==> src/rtl/id_stage_if.sv <==
// Bundle between the decode stage and its neighbours: fetch, register file,
// bypass sources and the ID/EX pipeline word consumed by execute.
interface id_stage_if #(
  parameter int DW = 16,
  parameter int AW = 3
);
  logic          if_valid;
  logic [15:0]   if_instr;
  logic [DW-1:0] if_pc;
  logic          if_stall;
  logic          flush;

  logic [AW-1:0] rf_raddr1;
  logic [AW-1:0] rf_raddr2;
  logic [DW-1:0] rf_rdata1;
  logic [DW-1:0] rf_rdata2;

  logic          mem_fwd_valid;
  logic [AW-1:0] mem_fwd_addr;
  logic [DW-1:0] mem_fwd_data;

  logic          wb_wea;
  logic [AW-1:0] wb_waddr;
  logic [DW-1:0] wb_wdata;

  logic          ex_valid;
  logic [3:0]    ex_op;
  logic [AW-1:0] ex_rd;
  logic [DW-1:0] ex_a;
  logic [DW-1:0] ex_b;
  logic [DW-1:0] ex_imm;
  logic [DW-1:0] ex_pc;
  logic          ex_reg_write;
  logic          ex_mem_read;
  logic          ex_mem_write;
  logic          ex_branch;

  logic          halted;

  modport slave (
    input  if_valid, if_instr, if_pc, flush,
    input  rf_rdata1, rf_rdata2,
    input  mem_fwd_valid, mem_fwd_addr, mem_fwd_data,
    input  wb_wea, wb_waddr, wb_wdata,
    output if_stall, rf_raddr1, rf_raddr2,
    output ex_valid, ex_op, ex_rd, ex_a, ex_b, ex_imm, ex_pc,
    output ex_reg_write, ex_mem_read, ex_mem_write, ex_branch,
    output halted
  );

  modport master (
    output if_valid, if_instr, if_pc, flush,
    output rf_rdata1, rf_rdata2,
    output mem_fwd_valid, mem_fwd_addr, mem_fwd_data,
    output wb_wea, wb_waddr, wb_wdata,
    input  if_stall, rf_raddr1, rf_raddr2,
    input  ex_valid, ex_op, ex_rd, ex_a, ex_b, ex_imm, ex_pc,
    input  ex_reg_write, ex_mem_read, ex_mem_write, ex_branch,
    input  halted
  );
endinterface

==> src/rtl/id_stage.sv <==
// Omicron decode stage: field decode, two-level operand bypass, load-use
// bubble insertion, HALT sequencing and the registered ID/EX word.
module id_stage #(
  parameter int DW = 16,
  parameter int AW = 3
) (
  input logic       clk_n,
  input logic       rst,
  id_stage_if.slave bus
);
  localparam logic [3:0] OP_ADD  = 4'h0;
  localparam logic [3:0] OP_SUB  = 4'h1;
  localparam logic [3:0] OP_AND  = 4'h2;
  localparam logic [3:0] OP_OR   = 4'h3;
  localparam logic [3:0] OP_ADDI = 4'h4;
  localparam logic [3:0] OP_LW   = 4'h5;
  localparam logic [3:0] OP_SW   = 4'h6;
  localparam logic [3:0] OP_BEQ  = 4'h7;
  localparam logic [3:0] OP_J    = 4'h8;
  localparam logic [3:0] OP_HALT = 4'hF;

  typedef enum logic [1:0] {
    ST_RUN       = 2'd0,
    ST_HALT_PEND = 2'd1,
    ST_HALTED    = 2'd2
  } state_t;

  typedef struct packed {
    logic          valid;
    logic [3:0]    op;
    logic [AW-1:0] rd;
    logic [DW-1:0] a;
    logic [DW-1:0] b;
    logic [DW-1:0] imm;
    logic [DW-1:0] pc;
    logic          reg_write;
    logic          mem_read;
    logic          mem_write;
    logic          branch;
  } id_ex_t;

  state_t state_q, state_d;
  id_ex_t ex_q, ex_d;

  logic [3:0]    op_f;
  logic [AW-1:0] rd_f, rs_f, rt_f;
  logic [DW-1:0] imm6_sx, imm12_sx;

  assign op_f     = bus.if_instr[15:12];
  assign rd_f     = bus.if_instr[9 +: AW];
  assign rs_f     = bus.if_instr[6 +: AW];
  assign rt_f     = bus.if_instr[3 +: AW];
  assign imm6_sx  = {{(DW-6){bus.if_instr[5]}}, bus.if_instr[5:0]};
  assign imm12_sx = {{(DW-12){bus.if_instr[11]}}, bus.if_instr[11:0]};

  logic [AW-1:0] raddr1, raddr2;
  logic          use1, use2;
  logic [DW-1:0] imm_c;
  logic          reg_write_c, mem_read_c, mem_write_c, branch_c;

  // SW and BEQ swap the first read port onto rd; the use flags say which
  // ports actually feed the instruction, for both operand muxing and hazards.
  always_comb begin
    raddr1      = rs_f;
    raddr2      = '0;
    use1        = 1'b0;
    use2        = 1'b0;
    imm_c       = '0;
    reg_write_c = 1'b0;
    mem_read_c  = 1'b0;
    mem_write_c = 1'b0;
    branch_c    = 1'b0;
    case (op_f)
      OP_ADD, OP_SUB, OP_AND, OP_OR: begin
        raddr2      = rt_f;
        use1        = 1'b1;
        use2        = 1'b1;
        reg_write_c = 1'b1;
      end
      OP_ADDI: begin
        use1        = 1'b1;
        imm_c       = imm6_sx;
        reg_write_c = 1'b1;
      end
      OP_LW: begin
        use1        = 1'b1;
        imm_c       = imm6_sx;
        reg_write_c = 1'b1;
        mem_read_c  = 1'b1;
      end
      OP_SW: begin
        raddr1      = rd_f;
        raddr2      = rs_f;
        use1        = 1'b1;
        use2        = 1'b1;
        imm_c       = imm6_sx;
        mem_write_c = 1'b1;
      end
      OP_BEQ: begin
        raddr1   = rd_f;
        raddr2   = rs_f;
        use1     = 1'b1;
        use2     = 1'b1;
        imm_c    = imm6_sx;
        branch_c = 1'b1;
      end
      OP_J: begin
        imm_c    = imm12_sx;
        branch_c = 1'b1;
      end
      default: ;
    endcase
  end

  assign bus.rf_raddr1 = raddr1;
  assign bus.rf_raddr2 = raddr2;

  logic [1:0][AW-1:0] src_addr;
  logic [1:0][DW-1:0] src_rdata;
  logic [1:0][DW-1:0] src_val;
  logic [1:0]         src_used;
  logic [1:0]         src_hit;
  logic               load_in_ex;

  assign src_addr  = {raddr2, raddr1};
  assign src_rdata = {bus.rf_rdata2, bus.rf_rdata1};
  assign src_used  = {use2, use1};
  assign load_in_ex = ex_q.valid && ex_q.mem_read && (ex_q.rd != '0);

  genvar gi;
  generate
    for (gi = 0; gi < 2; gi++) begin : g_src
      // The writeback path covers the edge where the register file has not
      // yet exposed the value it is committing.
      assign src_val[gi] =
        (!src_used[gi] || src_addr[gi] == '0)                      ? '0 :
        (bus.mem_fwd_valid && bus.mem_fwd_addr == src_addr[gi])    ? bus.mem_fwd_data :
        (bus.wb_wea && bus.wb_waddr == src_addr[gi])               ? bus.wb_wdata :
                                                                     src_rdata[gi];
      assign src_hit[gi] = load_in_ex && src_used[gi] && (src_addr[gi] == ex_q.rd);
    end
  endgenerate

  logic load_use;
  logic stall_c;
  logic issue_c;

  assign load_use = bus.if_valid && (|src_hit);

  always_comb begin
    state_d = state_q;
    stall_c = 1'b0;
    issue_c = 1'b0;
    case (state_q)
      ST_RUN: begin
        if (bus.flush) begin
          stall_c = 1'b0;
        end else if (load_use) begin
          stall_c = 1'b1;
        end else if (bus.if_valid) begin
          issue_c = 1'b1;
          if (op_f == OP_HALT) state_d = ST_HALT_PEND;
        end
      end
      ST_HALT_PEND: begin
        stall_c = !bus.flush;
        state_d = bus.flush ? ST_RUN : ST_HALTED;
      end
      ST_HALTED: begin
        stall_c = 1'b1;
      end
      default: state_d = ST_RUN;
    endcase
    if (rst) stall_c = 1'b0;
  end

  always_comb begin
    ex_d = '0;
    if (issue_c) begin
      ex_d.valid     = 1'b1;
      ex_d.op        = op_f;
      ex_d.rd        = rd_f;
      ex_d.a         = src_val[0];
      ex_d.b         = src_val[1];
      ex_d.imm       = imm_c;
      ex_d.pc        = bus.if_pc;
      ex_d.reg_write = reg_write_c;
      ex_d.mem_read  = mem_read_c;
      ex_d.mem_write = mem_write_c;
      ex_d.branch    = branch_c;
    end
  end

  always_ff @(posedge clk_n) begin
    if (rst) begin
      state_q <= ST_RUN;
      ex_q    <= '0;
    end else begin
      state_q <= state_d;
      ex_q    <= ex_d;
    end
  end

  assign bus.if_stall     = stall_c;
  assign bus.halted       = (state_q == ST_HALTED);
  assign bus.ex_valid     = ex_q.valid;
  assign bus.ex_op        = ex_q.op;
  assign bus.ex_rd        = ex_q.rd;
  assign bus.ex_a         = ex_q.a;
  assign bus.ex_b         = ex_q.b;
  assign bus.ex_imm       = ex_q.imm;
  assign bus.ex_pc        = ex_q.pc;
  assign bus.ex_reg_write = ex_q.reg_write;
  assign bus.ex_mem_read  = ex_q.mem_read;
  assign bus.ex_mem_write = ex_q.mem_write;
  assign bus.ex_branch    = ex_q.branch;
endmodule

==> src/flat_wrapper.sv <==
// flat-port wrapper written by rule: the top's interface ports become plain ports
module id_stage_flat 
#(
  parameter int DW = 16,
  parameter int AW = 3
)
  (clk_n, rst, bus_if_valid, bus_if_instr, bus_if_pc, bus_flush, bus_rf_rdata1, bus_rf_rdata2, bus_mem_fwd_valid, bus_mem_fwd_addr, bus_mem_fwd_data, bus_wb_wea, bus_wb_waddr, bus_wb_wdata, bus_if_stall, bus_rf_raddr1, bus_rf_raddr2, bus_ex_valid, bus_ex_op, bus_ex_rd, bus_ex_a, bus_ex_b, bus_ex_imm, bus_ex_pc, bus_ex_reg_write, bus_ex_mem_read, bus_ex_mem_write, bus_ex_branch, bus_halted);
  id_stage_if #(.DW(DW), .AW(AW)) bus_i ();
  input logic clk_n;
  input logic rst;
  input wire logic [$bits(bus_i.if_valid)-1:0] bus_if_valid;
  input wire logic [$bits(bus_i.if_instr)-1:0] bus_if_instr;
  input wire logic [$bits(bus_i.if_pc)-1:0] bus_if_pc;
  input wire logic [$bits(bus_i.flush)-1:0] bus_flush;
  input wire logic [$bits(bus_i.rf_rdata1)-1:0] bus_rf_rdata1;
  input wire logic [$bits(bus_i.rf_rdata2)-1:0] bus_rf_rdata2;
  input wire logic [$bits(bus_i.mem_fwd_valid)-1:0] bus_mem_fwd_valid;
  input wire logic [$bits(bus_i.mem_fwd_addr)-1:0] bus_mem_fwd_addr;
  input wire logic [$bits(bus_i.mem_fwd_data)-1:0] bus_mem_fwd_data;
  input wire logic [$bits(bus_i.wb_wea)-1:0] bus_wb_wea;
  input wire logic [$bits(bus_i.wb_waddr)-1:0] bus_wb_waddr;
  input wire logic [$bits(bus_i.wb_wdata)-1:0] bus_wb_wdata;
  output wire logic [$bits(bus_i.if_stall)-1:0] bus_if_stall;
  output wire logic [$bits(bus_i.rf_raddr1)-1:0] bus_rf_raddr1;
  output wire logic [$bits(bus_i.rf_raddr2)-1:0] bus_rf_raddr2;
  output wire logic [$bits(bus_i.ex_valid)-1:0] bus_ex_valid;
  output wire logic [$bits(bus_i.ex_op)-1:0] bus_ex_op;
  output wire logic [$bits(bus_i.ex_rd)-1:0] bus_ex_rd;
  output wire logic [$bits(bus_i.ex_a)-1:0] bus_ex_a;
  output wire logic [$bits(bus_i.ex_b)-1:0] bus_ex_b;
  output wire logic [$bits(bus_i.ex_imm)-1:0] bus_ex_imm;
  output wire logic [$bits(bus_i.ex_pc)-1:0] bus_ex_pc;
  output wire logic [$bits(bus_i.ex_reg_write)-1:0] bus_ex_reg_write;
  output wire logic [$bits(bus_i.ex_mem_read)-1:0] bus_ex_mem_read;
  output wire logic [$bits(bus_i.ex_mem_write)-1:0] bus_ex_mem_write;
  output wire logic [$bits(bus_i.ex_branch)-1:0] bus_ex_branch;
  output wire logic [$bits(bus_i.halted)-1:0] bus_halted;
  assign bus_i.if_valid = bus_if_valid;
  assign bus_i.if_instr = bus_if_instr;
  assign bus_i.if_pc = bus_if_pc;
  assign bus_i.flush = bus_flush;
  assign bus_i.rf_rdata1 = bus_rf_rdata1;
  assign bus_i.rf_rdata2 = bus_rf_rdata2;
  assign bus_i.mem_fwd_valid = bus_mem_fwd_valid;
  assign bus_i.mem_fwd_addr = bus_mem_fwd_addr;
  assign bus_i.mem_fwd_data = bus_mem_fwd_data;
  assign bus_i.wb_wea = bus_wb_wea;
  assign bus_i.wb_waddr = bus_wb_waddr;
  assign bus_i.wb_wdata = bus_wb_wdata;
  assign bus_if_stall = bus_i.if_stall;
  assign bus_rf_raddr1 = bus_i.rf_raddr1;
  assign bus_rf_raddr2 = bus_i.rf_raddr2;
  assign bus_ex_valid = bus_i.ex_valid;
  assign bus_ex_op = bus_i.ex_op;
  assign bus_ex_rd = bus_i.ex_rd;
  assign bus_ex_a = bus_i.ex_a;
  assign bus_ex_b = bus_i.ex_b;
  assign bus_ex_imm = bus_i.ex_imm;
  assign bus_ex_pc = bus_i.ex_pc;
  assign bus_ex_reg_write = bus_i.ex_reg_write;
  assign bus_ex_mem_read = bus_i.ex_mem_read;
  assign bus_ex_mem_write = bus_i.ex_mem_write;
  assign bus_ex_branch = bus_i.ex_branch;
  assign bus_halted = bus_i.halted;
  id_stage #(.DW(DW), .AW(AW)) u_core (.clk_n(clk_n), .rst(rst), .bus(bus_i));
endmodule
==> config.mk <==
export PLATFORM = sky130hd
export DESIGN_NAME = id_stage_flat
export DESIGN_NICKNAME = d
export VERILOG_FILES = /design/src/rtl/id_stage_if.sv /design/src/rtl/id_stage.sv /design/src/flat_wrapper.sv
export SDC_FILE = /design/constraint.sdc
export NUM_CORES = 1
export LEC_CHECK = 0
export BUFFER_PORTS_ARGS = -buffer_cell sky130_fd_sc_hd__buf_4
export CORE_MARGIN = 2
export CORE_UTILIZATION = 38
export DETAILED_ROUTE_END_ITERATION = 10
export PLACE_DENSITY = 0.74
export SLEW_MARGIN = 20
export SYNTH_ARGS = -nofsm -noshare
export SYNTH_HDL_FRONTEND = slang
export SYNTH_SLANG_ARGS = --single-unit
export TNS_END_PERCENT = 20
==> constraint.sdc <==
create_clock -name clk_n -period 5 [get_ports clk_n]
set_clock_uncertainty 0.2 [all_clocks]
set_input_delay 0.5 -clock clk_n [delete_from_list [all_inputs] [get_ports clk_n]]
set_output_delay 0.5 -clock clk_n [all_outputs]
set_load 0.1 [all_outputs]
Word level (Yosys, flattened, before mapping)

Index checks and enable logic that the tools add are counted.

Equality and inequality tests: 21
Muxes and demuxes: 30
Bitwise gates (word level): 2
Reduce and logical (&&, ||, !) cells: 33

Operator list:

| kind                                           | number |
|---|---|
| 2-to-1 mux 16 bit                              | 6 |
| 2-to-1 mux 76 bit                              | 1 |
| one-hot mux 16 bit (2 select lines)            | 1 |
| == test 3 bit                                  | 6 |
| == test 4 x 3 -> 1 bit (second input constant) | 4 |
| 2-to-1 mux 1 bit                               | 13 |
| OR reduction 6 bit                             | 2 |
| logical AND 1 bit                              | 11 |
| 2-to-1 mux 2 bit                               | 5 |
| == test 4 x 2 -> 1 bit (second input constant) | 2 |
| == test 4 bit (second input constant)          | 2 |
| OR reduction 2 bit                             | 4 |
| OR reduction 4 bit                             | 2 |
| OR reduction 8 bit                             | 1 |
| zero test 3 bit                                | 2 |
| != test 2 bit (second input constant)          | 3 |
| one-hot mux 2 bit (3 select lines)             | 1 |
| one-hot mux 3 bit (2 select lines)             | 1 |
| OR reduction 3 bit                             | 2 |
| AND reduction 5 bit                            | 1 |
| == test 4 x 1 -> 1 bit (second input constant) | 1 |
| zero test 4 bit                                | 1 |
| zero test 1 bit                                | 3 |
| 2-to-1 mux 3 bit                               | 1 |
| other kinds (8)                                | 10 |

Register bits: 78
Bits of input ports: 108
Output and inout port bits: 84
Word-level logic and storage cells: 98

Logic depth before layout (Yosys ltp)

Word-level depth: 12
Depth in mapped cells: 9
Gate-level depth less buffers: 7

Least setup slack after synthesis

OpenSTA, ideal clock, no wires.

Path type: register to output
Start: reg u_core.ex_q, in the netlist u_core.bus.ex_rd[2]
End: out bus_if_stall
Arrival: 3.794 ns
Data required time: 4.300 ns
Slack: 0.506 ns
Cell stages (with the launch flop): 7
Buffers on the path: 1
Cell sequence: dfxtp_1 nor3_1 or3_1 a2111oi_2 a22oi_4 clkbuf_1 o22ai_1

Cells in the longest elaborated chain, start to end: 10
Elaborated cells on any way between the ends: 14
Classes of those cells: eq/ne: 2; mux: 4; reduce/logical: 8

Ends and longest elaborated chain:

| element                                | RTL line           | text |
|---|---|---|
| start: declaration                     | id_stage.sv:43     | `id_ex_t ex_q, ex_d;` |
| start signal: assignment               | id_stage.sv:197    | `ex_q <= '0;` |
| start signal: assignment               | id_stage.sv:200    | `ex_q <= ex_d;` |
| nonzero test 3 bit                     | id_stage.sv:128    | `assign load_in_ex = ex_q.valid && ex_q.mem_read && (ex_q.rd != '0);` |
| logical AND 1 bit                      | id_stage.sv:128    |  |
| logical AND 1 bit (2 in series)        | id_stage.sv:140    | `assign src_hit[gi] = load_in_ex && src_used[gi] && (src_addr[gi] == ex_q.rd);` |
| OR reduction 2 bit (*)                 | id_stage.sv:148    | `assign load_use = bus.if_valid && (\|src_hit);` |
| logical AND 1 bit (*)                  | id_stage.sv:148    |  |
| 2-to-1 mux 1 bit (*)                   | id_stage.sv:158    | `end else if (load_use) begin` |
| 2-to-1 mux 1 bit (*)                   | id_stage.sv:156    | `if (bus.flush) begin` |
| one-hot mux 1 bit (3 select lines) (*) | id_stage.sv:154    | `case (state_q)` |
| 2-to-1 mux 1 bit (*)                   | id_stage.sv:174    | `if (rst) stall_c = 1'b0;` |
| end: declaration                       | flat_wrapper.sv:23 | `output wire logic [$bits(bus_i.if_stall)-1:0] bus_if_stall;` |

Every way passes the cells marked *; elsewhere a longest branch is shown, timed or not.

Worst setup path after layout

Start: in bus_if_instr[15]
End: out bus_if_stall

Cells in the longest elaborated chain, start to end: 11
Elaborated cells on any way between the ends: 28
Classes of those cells: eq/ne: 9; mux: 8; reduce/logical: 11

Ends and longest elaborated chain:

| element                                                          | RTL line           | text |
|---|---|---|
| start: declaration                                               | flat_wrapper.sv:12 | `input wire logic [$bits(bus_i.if_instr)-1:0] bus_if_instr;` |
| == test 4 x 1 -> 1 bit, or another cell as far along             | id_stage.sv:73     | `case (op_f)` |
| OR reduction 4 bit, or another cell as far along                 | -                  |  |
| one-hot mux 3 bit (2 select lines), or another cell as far along | id_stage.sv:73     |  |
| == test 3 bit / logical AND 1 bit (equally long branches)        | id_stage.sv:140    |  |
| logical AND 1 bit                                                | id_stage.sv:140    |  |
| OR reduction 2 bit (*)                                           | id_stage.sv:148    |  |
| logical AND 1 bit (*)                                            | id_stage.sv:148    |  |
| 2-to-1 mux 1 bit (*)                                             | id_stage.sv:158    |  |
| 2-to-1 mux 1 bit (*)                                             | id_stage.sv:156    |  |
| one-hot mux 1 bit (3 select lines) (*)                           | id_stage.sv:154    |  |
| 2-to-1 mux 1 bit (*)                                             | id_stage.sv:174    |  |

Marked as above.

==> metrics.yaml <==
setup_viol: 0
hold_end: "u_core.state_q[1]"
outcome: "complete, no violations"
max_freq_ghz: 0.295
diodes: 0
fp.dieW_microns: 101
cts_num_sinks: 74
grt_pass1_wl_mm: 16.6
vias: 3172
pre_cts_ws_ps: 1610
use_met3: 0.0902
fp-row-count: 35
wl_per_cell_microns: 17.3
first_global_vias: 3209
gp_congestion: 0.906
finalWorstSetupSlack_ps: 1610
clk_latency_ps: 340
vdd_drop_max_uv: 175
firstDrtPassIters: 4
route.detailed.drc: 0
ant_nets: 0
antenna_found_initial: 0
worstRegToRegCells: 7
drive_above_1_share: 0.520
synthArstFlopShare: 0
nets: 607
clk_pin_slew_ps: 90
syn-num-nets: 427
cp-start-kind: "input port"
syn-cell-area_sq_um: 3570
drtIter0Drc: 70
area_growth_pct: 45.5
dp_hpwl_mm: 8.11
rsz0062_at_grt: "false"
synthFlopType: "dfxtp_1"
ys_warn_count: 0
viasPerCell: 5.16
initial_utilization: 0.388
ys_ff_latch: 74
r2r_slack_ps: 2220
cts_root_buf: "clkbuf_8"
avgSynthCellArea_sq_um: 11.2
min_path_type: "input port to flop"
io_buffers: 191
worst_pin_slew_ps: 960
p_leak_nw: 2.63
final-seq-area_sq_um: 1480
fillCellCount: 801
die_h_microns: 101
max_slew_margin: 0.359
cts_resized: 0
path_max_fanout: 26
r2r_start: "u_core.bus.ex_rd[2]"
slew_violations: 0
ctsHoldBuffers: 0
io_pins: 192
worstSetupPathType: "input port to primary output"
p_per_area_nw_per_um2: 274
grt_use_met1: 0.244
whs_path_depth: 2
synth_top_area_cell: "dfxtp_1"
cts_made_buffers: 9
grt-ovfl-total: 0
synth_area_leaders: "dfxtp_1, mux2i_1, a211oi_2"
dieArea_sq_um: 10200
r2r_end: "u_core.bus.ex_imm[0]"
globalRouteTotalUtil: 0.210
fin_crit_sh: 0.678
hold_viol_final: 0
multiInputGateArea_sq_um: 1900
htreeDepth: 3
grt_max_degree: 33
period_needed_ps: 3390
busiest_layer: "met2"
cts_buffer_depth: 2
synth_edf_count: 0
grt_util_met2: 0.357
final.setup.tns_ps: 0
max-cap-violations: 0
synth_most_common_cell: "dfxtp_1"
holdCritStartpoint: "rst"
critPathArrivalTime_ps: 2690
post_cts_buffers: 0
ys_seq_area_frac: 0.415
synthTopCellsByCount: "dfxtp_1, and3_1, mux2i_1"
cts_tree: "built"
ys_types: 52
wirelength_mm: 10.6
cp-startpoint: "bus_if_instr[15]"
cp.required_ps: 4300
cp-end-kind: "primary output"
synth_cells: 319
synth.top_cell.area_share: 0.415
fp.coreArea_sq_um: 9200
## metal layers
layer | up-vias | share of wire
met2 | 158 | 0.48
met4 | 0 | 0.0080
li1 | 1532 | -
met1 | 1474 | 0.40
met3 | 8 | 0.11
met5 | - | 0
## cell type report
| cell class | instances | share of cell area |
|---|---|---|
| clock buffers | 9 | 0.0239 |
| clock inverters | 7 | 0.0147 |
| inverters | 5 | 0.00362 |
| multi-input cells | 216 | 0.367 |
| flip-flops and latches | 74 | 0.285 |
| well taps | 111 | 0.0268 |
| repair buffers | 193 | 0.279 |
## power by group
group          switching [mW]  internal (mW)  leakage [nW]
clock                   0.233          0.234        0.0962
sequential            0.00520          0.601         0.600
combinational           0.224          0.123          1.94
## cell usage in the layout, fill, tap and decap left out, types with 3 or more instances in the layout
master,netlist,routed
a221oi_1,3,3
nor2_1,5,5
a211oi_2,22,22
xnor2_1,9,9
clkbuf_8,0,9
a21oi_1,13,13
dfxtp_1,74,74
nor2b_1,4,4
nor3b_1,4,4
nand2_1,12,12
inv_1,4,4
mux2i_1,32,32
and3b_1,15,15
and3_1,34,34
nor3_1,4,4
nor3b_2,10,10
nand4b_1,3,3
buf_4,7,193
a211oi_1,8,8
xor2_1,4,4
## sequential cells by signal, summed over array words and instances, names as in the netlist, 2 cells and up
name	flops
u_core.bus.ex_b	16
u_core.bus.ex_rd	3
u_core.bus.ex_imm	12
u_core.bus.ex_op	4
u_core.state_q	2
u_core.bus.ex_a	16
u_core.bus.ex_pc	16
## stage by stage
stage	instances	utilization	power, mW	hold slack [ps]	instance area, sq um
after floorplan	319	-	0.849	212	3570
after global placement	599	0.543	0.966	225	4990
after detailed placement	599	0.543	0.969	231	4990
after CTS	615	0.564	1.44	95.9	5190
after global routing	615	0.564	1.48	103	5190
final	615	0.564	1.42	117	5190
## worst max path at each step
stage | endpoint | slack [ps] | cells after the start
floorplan | bus_if_stall | 510 | 6
global placement | bus_if_stall | 1690 | 7
detailed placement | bus_if_stall | 1610 | 7
CTS | bus_if_stall | 1540 | 6
global route | bus_if_stall | 1420 | 7
finish | bus_if_stall | 1610 | 7
## critical path, stage by stage
cell and delay [ps]:
buf_4 160, and3b_1 480, mux2i_4 390, xor2_1 150, a22oi_4 560, o22ai_1 180
buf_4 260
## kinds of logic (layout without fill, tap and decap cells)
family,after synthesis,after routing,share of synthesized area
AO/OA/AOI/OAI,52,52,0.144
XOR/XNOR,13,13,0.0319
buffers and inverters,29,214,0.0515
flip-flops,74,74,0.415
multiplexers,35,35,0.106
AND/OR/NAND/NOR,116,116,0.251
No activity file was read; power rests on OpenSTA's default activity.
